**src/rtl/vending_change_fsm_pkg.sv**
```systemverilog
// Shared types for the coin-change vending FSM: state encodings, coin codes and
// a small constant helper used by the parameter check.
package vending_change_fsm_pkg;

  typedef enum logic [1:0] {
    ST_IDLE    = 2'b00,
    ST_COLLECT = 2'b01,
    ST_READY   = 2'b10,
    ST_CHANGE  = 2'b11
  } state_t;

  typedef enum logic [1:0] {
    COIN_NONE   = 2'b00,
    COIN_CODE_A = 2'b01,
    COIN_CODE_B = 2'b10,
    COIN_CODE_C = 2'b11
  } coin_code_t;

  function automatic int max2(input int a, input int b);
    return (a > b) ? a : b;
  endfunction

endpackage

```
**src/rtl/vend_coin_decode.sv**
```systemverilog
// Combinational coin decoder: maps the 2-bit acceptor code to its value in cents
// and flags whether any coin is present this cycle.
module vend_coin_decode
  import vending_change_fsm_pkg::*;
#(
  parameter int COIN_A   = 5,
  parameter int COIN_B   = 10,
  parameter int COIN_C   = 25,
  parameter int CREDIT_W = 6
) (
  input  logic [1:0]          coinin,
  output logic [CREDIT_W-1:0] value,
  output logic                coin_valid
);

  // NOTE: every output of a combinational block gets a default first, so no
  // path through the case can leave it unassigned and infer a latch.
  always_comb begin
    value      = '0;
    coin_valid = 1'b0;
    case (coin_code_t'(coinin))
      COIN_CODE_A: begin
        value      = CREDIT_W'(COIN_A);
        coin_valid = 1'b1;
      end
      COIN_CODE_B: begin
        value      = CREDIT_W'(COIN_B);
        coin_valid = 1'b1;
      end
      COIN_CODE_C: begin
        value      = CREDIT_W'(COIN_C);
        coin_valid = 1'b1;
      end
      default: begin
        value      = '0;
        coin_valid = 1'b0;
      end
    endcase
  end

endmodule

```
**src/rtl/vending_change_fsm.sv**
```systemverilog
// Multi-coin vending controller: accumulates credit toward PRICE, vends on request
// and pays change back as a train of COIN_A pulses. All outputs are registered.
module vending_change_fsm
  import vending_change_fsm_pkg::*;
#(
  parameter int PRICE    = 15,
  parameter int COIN_A   = 5,
  parameter int COIN_B   = 10,
  parameter int COIN_C   = 25,
  parameter int CREDIT_W = 6
) (
  input  logic                clk,
  input  logic                rst,
  input  logic [1:0]          coinin,
  input  logic                outpaper,
  input  logic                cancel,
  output logic                newspaper,
  output logic                change_pulse,
  output logic                coin_reject,
  output logic                ready,
  output logic [CREDIT_W-1:0] credit
);

  localparam int MAX_CREDIT = PRICE - COIN_A + max2(COIN_B, COIN_C);
  localparam logic [CREDIT_W-1:0] PRICE_V = CREDIT_W'(PRICE);
  localparam logic [CREDIT_W-1:0] UNIT_V  = CREDIT_W'(COIN_A);

  // Credit is held in CREDIT_W bits with no saturation, so a bad parameter set
  // must be refused at elaboration rather than silently wrapping.
  generate
    if (COIN_A <= 0 || PRICE < COIN_A || (PRICE % COIN_A) != 0 ||
        (COIN_B % COIN_A) != 0 || (COIN_C % COIN_A) != 0 ||
        MAX_CREDIT >= (1 << CREDIT_W)) begin : g_param_check
      $fatal(1, "vending_change_fsm: illegal PRICE/COIN/CREDIT_W parameter set");
    end
  endgenerate

  state_t              state, state_d;
  logic [CREDIT_W-1:0] credit_d;
  logic [CREDIT_W-1:0] coin_value;
  logic                coin_valid;
  logic                newspaper_d, change_pulse_d, coin_reject_d;

  vend_coin_decode #(
    .COIN_A  (COIN_A),
    .COIN_B  (COIN_B),
    .COIN_C  (COIN_C),
    .CREDIT_W(CREDIT_W)
  ) u_coin_decode (
    .coinin    (coinin),
    .value     (coin_value),
    .coin_valid(coin_valid)
  );

  always_comb begin
    state_d        = state;
    credit_d       = credit;
    newspaper_d    = 1'b0;
    change_pulse_d = 1'b0;
    coin_reject_d  = 1'b0;

    case (state)
      ST_IDLE: begin
        if (coin_valid) begin
          credit_d = coin_value;
          state_d  = (coin_value >= PRICE_V) ? ST_READY : ST_COLLECT;
        end
      end

      ST_COLLECT: begin
        // A coin arriving with cancel is banked first so it is refunded too.
        credit_d = credit + coin_value;
        if (cancel)
          state_d = ST_CHANGE;
        else if (credit_d >= PRICE_V)
          state_d = ST_READY;
      end

      ST_READY: begin
        coin_reject_d = coin_valid;
        if (outpaper) begin
          newspaper_d = 1'b1;
          credit_d    = credit - PRICE_V;
          state_d     = (credit_d == '0) ? ST_IDLE : ST_CHANGE;
        end else if (cancel) begin
          state_d = ST_CHANGE;
        end
      end

      ST_CHANGE: begin
        coin_reject_d  = coin_valid;
        change_pulse_d = 1'b1;
        // Credit is always a COIN_A multiple here; the <= also catches a zero
        // balance so the train can never underflow.
        if (credit <= UNIT_V) begin
          credit_d = '0;
          state_d  = ST_IDLE;
        end else begin
          credit_d = credit - UNIT_V;
        end
      end

      default: begin
        state_d  = ST_IDLE;
        credit_d = '0;
      end
    endcase
  end

  // NOTE: state registers use non-blocking assignments so every flop samples
  // the pre-edge values, independent of statement order or other processes.
  always_ff @(posedge clk or negedge rst) begin
    if (!rst) begin
      state        <= ST_IDLE;
      credit       <= '0;
      newspaper    <= 1'b0;
      change_pulse <= 1'b0;
      coin_reject  <= 1'b0;
      ready        <= 1'b0;
    end else begin
      state        <= state_d;
      credit       <= credit_d;
      newspaper    <= newspaper_d;
      change_pulse <= change_pulse_d;
      coin_reject  <= coin_reject_d;
      ready        <= (state_d == ST_READY);
    end
  end

endmodule

```
**config.mk**
```make
export PLATFORM = sky130hd
export DESIGN_NAME = vending_change_fsm
export DESIGN_NICKNAME = d
export VERILOG_FILES = /design/src/rtl/vending_change_fsm_pkg.sv /design/src/rtl/vend_coin_decode.sv /design/src/rtl/vending_change_fsm.sv
export SDC_FILE = /design/constraint.sdc
export NUM_CORES = 1
export LEC_CHECK = 0
export ABC_AREA = 1
export BUFFER_PORTS_ARGS = -buffer_cell sky130_fd_sc_hd__buf_2
export CAP_MARGIN = 5
export CORE_ASPECT_RATIO = 1.4
export CORE_UTILIZATION = 59
export CTS_BUF_LIST = sky130_fd_sc_hd__clkbuf_8
export CTS_CLUSTER_DIAMETER = 150
export CTS_CLUSTER_SIZE = 10
export DETAILED_ROUTE_END_ITERATION = 10
export PLACE_DENSITY_LB_ADDON = 0.1
export SETUP_SLACK_MARGIN = 0.3
export SLEW_MARGIN = 20
export SYNTH_ARGS = -nofsm -noshare
export SYNTH_HDL_FRONTEND = slang
export SYNTH_SLANG_ARGS = --single-unit
export TNS_END_PERCENT = 100
```
**constraint.sdc**
```tcl
create_clock -name clk -period 2.35 [get_ports clk]
set_input_delay 0 -clock clk [delete_from_list [all_inputs] [get_ports clk]]
set_output_delay 0 -clock clk [all_outputs]
set_load 0.1 [all_outputs]
```
==> metrics.cfg <==
[clock_tree]
root_buffer=clkbuf_8
cts_tree=yes
clkSlewWorstSetupHoldPaths_ns=0.06
numCtsBuffers=3
cts.sinks=12
cts_buffer_depth=2
htreeDepth=1
insertion_delay_ns=0.24

[floorplanning]
start_util_pct=63.9
die_width_um=39.1
die_area_sq_um=2110
ios=16
dieHeight_um=54.0
num_rows=18
core_sq_um=1780

[sta]
min_period_ns=2.04
timing.final.max_slew_violations=0
hold_viol=0
setup_viol=0
finalCritPeriodShare_pct=86.7
rsz0062_at_grt=true
clock_skew_ns=0.00812
tns_ns=0
fmax_mhz=491
worst_pin_slew_ns=0.485
maxSlewHeadroom_pct=67.9

[detailed_routing]
ant_nets=0
via_count=1252
drc=0
drtIter0Drc=51
via_per_inst=5.88
routed_wl_um=3270
first_pass_iters=4
wl_per_cell_um=15.3

[logic_synthesis]
synth_xor_area_share_pct=3.08
muxShareOfSynthArea_pct=0
synth_area_sq_um=1140
synth_cells=173
synth_nets=188
synth_compound_area_share_pct=10.7
yosysWarnings=0
synth_top_family_by_area=simple AND/OR/NAND/NOR gates
avgSynthCellArea_sq_um=6.57
synth.distinct_cells=26
yosys.area_share.simple_pct=38.7
synth_seq_cells=12
synth_fa_ha_area_share_pct=10.6
synth-seq-area-share_pct=26.4

[global_route]
grt_usage_pct=35.3
grt_pass1_vias=1253
grt_antenna_before_repair=0
grt_overflow=0
grt_first_pass_wirelength_um=5210
grt_max_degree=13

[worst_setup_path]
path_common_cell=nand2_1
path_cells=ha_4, fa_2, nand2_1, nor2_1, nand3_1, nand2_1, inv_2, nand3_1, nand2_1, nand2_1, nand2_2, nor2_2
start_kind=register
cp.arrival_ns=2.21
end_kind=register
crit_family=adder cells
criticalPathCategory=reg2reg
crit_required_ns=2.53
slowest_delay_ns=0.57
critPathMaxFanout=3
slowest_stage=fa_2
r2r_setup_slack_ns=0.31
crit_buf_inv=1

[finish]
final_common_cell=nand2_1
nNetsFinal=209
diodes=0
multi_input_area_sq_um=756
drive_gt1_share_pct=25.9
seq_area_sq_um=309
num-fill-cells=149
final_cell_mix=nand2_1 (52), inv_1 (24), buf_2 (15)
syn2layout_area_growth_pct=19.0

[outcome]
outcome=finished, final reports clean

[job]
drv_cap=0

[placement]
routabilityCongestion=0.949
dpl.hpwl_um=2430
port_buffers=15

[min_path]
hp-class=in2reg

==> what timing repair did <==
item                                    4_1_cts  5_1_grt
endpoints found under the setup margin        1        5
cloned                                        0        0
buffers inserted                              1        1
pin swaps                                     0        3
hold buffers                                  1        0
hold endpoints to repair                     12        0
gates resized for setup                       0        9
==> path summary, 6_finish.rpt <==
check,from,to,cells after the start
max,credit[0],ready,12
min,outpaper,newspaper,3
max reg2reg,credit[0],ready,12
min reg2reg,state[1],coin_reject,2
max in group asynchronous,rst,credit[4],2
min in group asynchronous,rst,state[1],2
==> layer usage <==
metal	GRT usage [%]	vias to the layer above	part of all wire (%)
li1	-	593	-
met1	40.3	564	37
met2	59.4	74	51
met3	4.96	21	6.0
met4	22.4	0	5.8
met5	0	-	0
==> sequential cells by signal (all words and copies together), names as in the netlist <==
register and flops:
ready 1, newspaper 1, coin_reject 1, state 2
change_pulse 1, credit 6
==> worst min-delay path, delay by kind of cell <==
family                 cells  cell delay [ns]
buffers and inverters      2             0.14
AND/OR/NAND/NOR            1             0.10
==> cells in the mapped netlist, drive strengths merged <==
| cell | instances | share of area, % |
|---|---|---|
| nor3 | 1 | 0.44 |
| a21oi | 5 | 2.2 |
| buf | 1 | 0.66 |
| nand2 | 57 | 20 |
| o221ai | 1 | 0.77 |
| o211ai | 1 | 0.66 |
| nand3 | 16 | 7.9 |
| o2111ai | 2 | 1.5 |
| o21ai | 10 | 4.4 |
| inv | 29 | 9.6 |
| xnor2 | 1 | 0.77 |
| nand3b | 1 | 0.66 |
| dfrtp | 12 | 26 |
| xor2 | 3 | 2.3 |
| o22ai | 2 | 1.1 |
| clkbuf | 1 | 0.33 |
| ha | 8 | 8.8 |
| nand4 | 3 | 1.7 |
| nor2 | 18 | 8.1 |
| fa | 1 | 1.8 |
==> logic make-up (layout without fill, tap and decap cells) <==
| kind of cell | Yosys count | count (layout) |
|---|---|---|
| flip-flops | 12 | 12 |
| AND/OR/NAND/NOR | 96 | 96 |
| buffers and inverters | 31 | 51 |
| adder cells (fa/ha/maj) | 9 | 9 |
| XOR/XNOR | 4 | 4 |
| AO/OA/AOI/OAI | 21 | 21 |
==> through the flow <==
step                      setup WS (ns)  utilization [%]  cell area (sq um)  cells  hold slack [ns]
after floorplan                   0.303                -               1150    173           -0.296
after global placement            0.391             69.5               1240    206           -0.111
after detailed placement          0.308             69.5               1240    206           -0.104
after CTS                         0.337             73.6               1310    212           0.0487
after global routing              0.210             76.1               1350    213           0.0691
final                             0.312             76.1               1350    213           0.0541
==> area by class of cell <==
cell class	instances	share of cell area, %
clock buffers	4	4.07
inverters	29	8.04
multi-input cells	130	55.8
flip-flops and latches	12	22.8
well taps	20	1.85
repair buffers	18	7.39
Power is not shown: default switching activity piles up to over one toggle a cycle in this logic, so the estimate is an artifact.
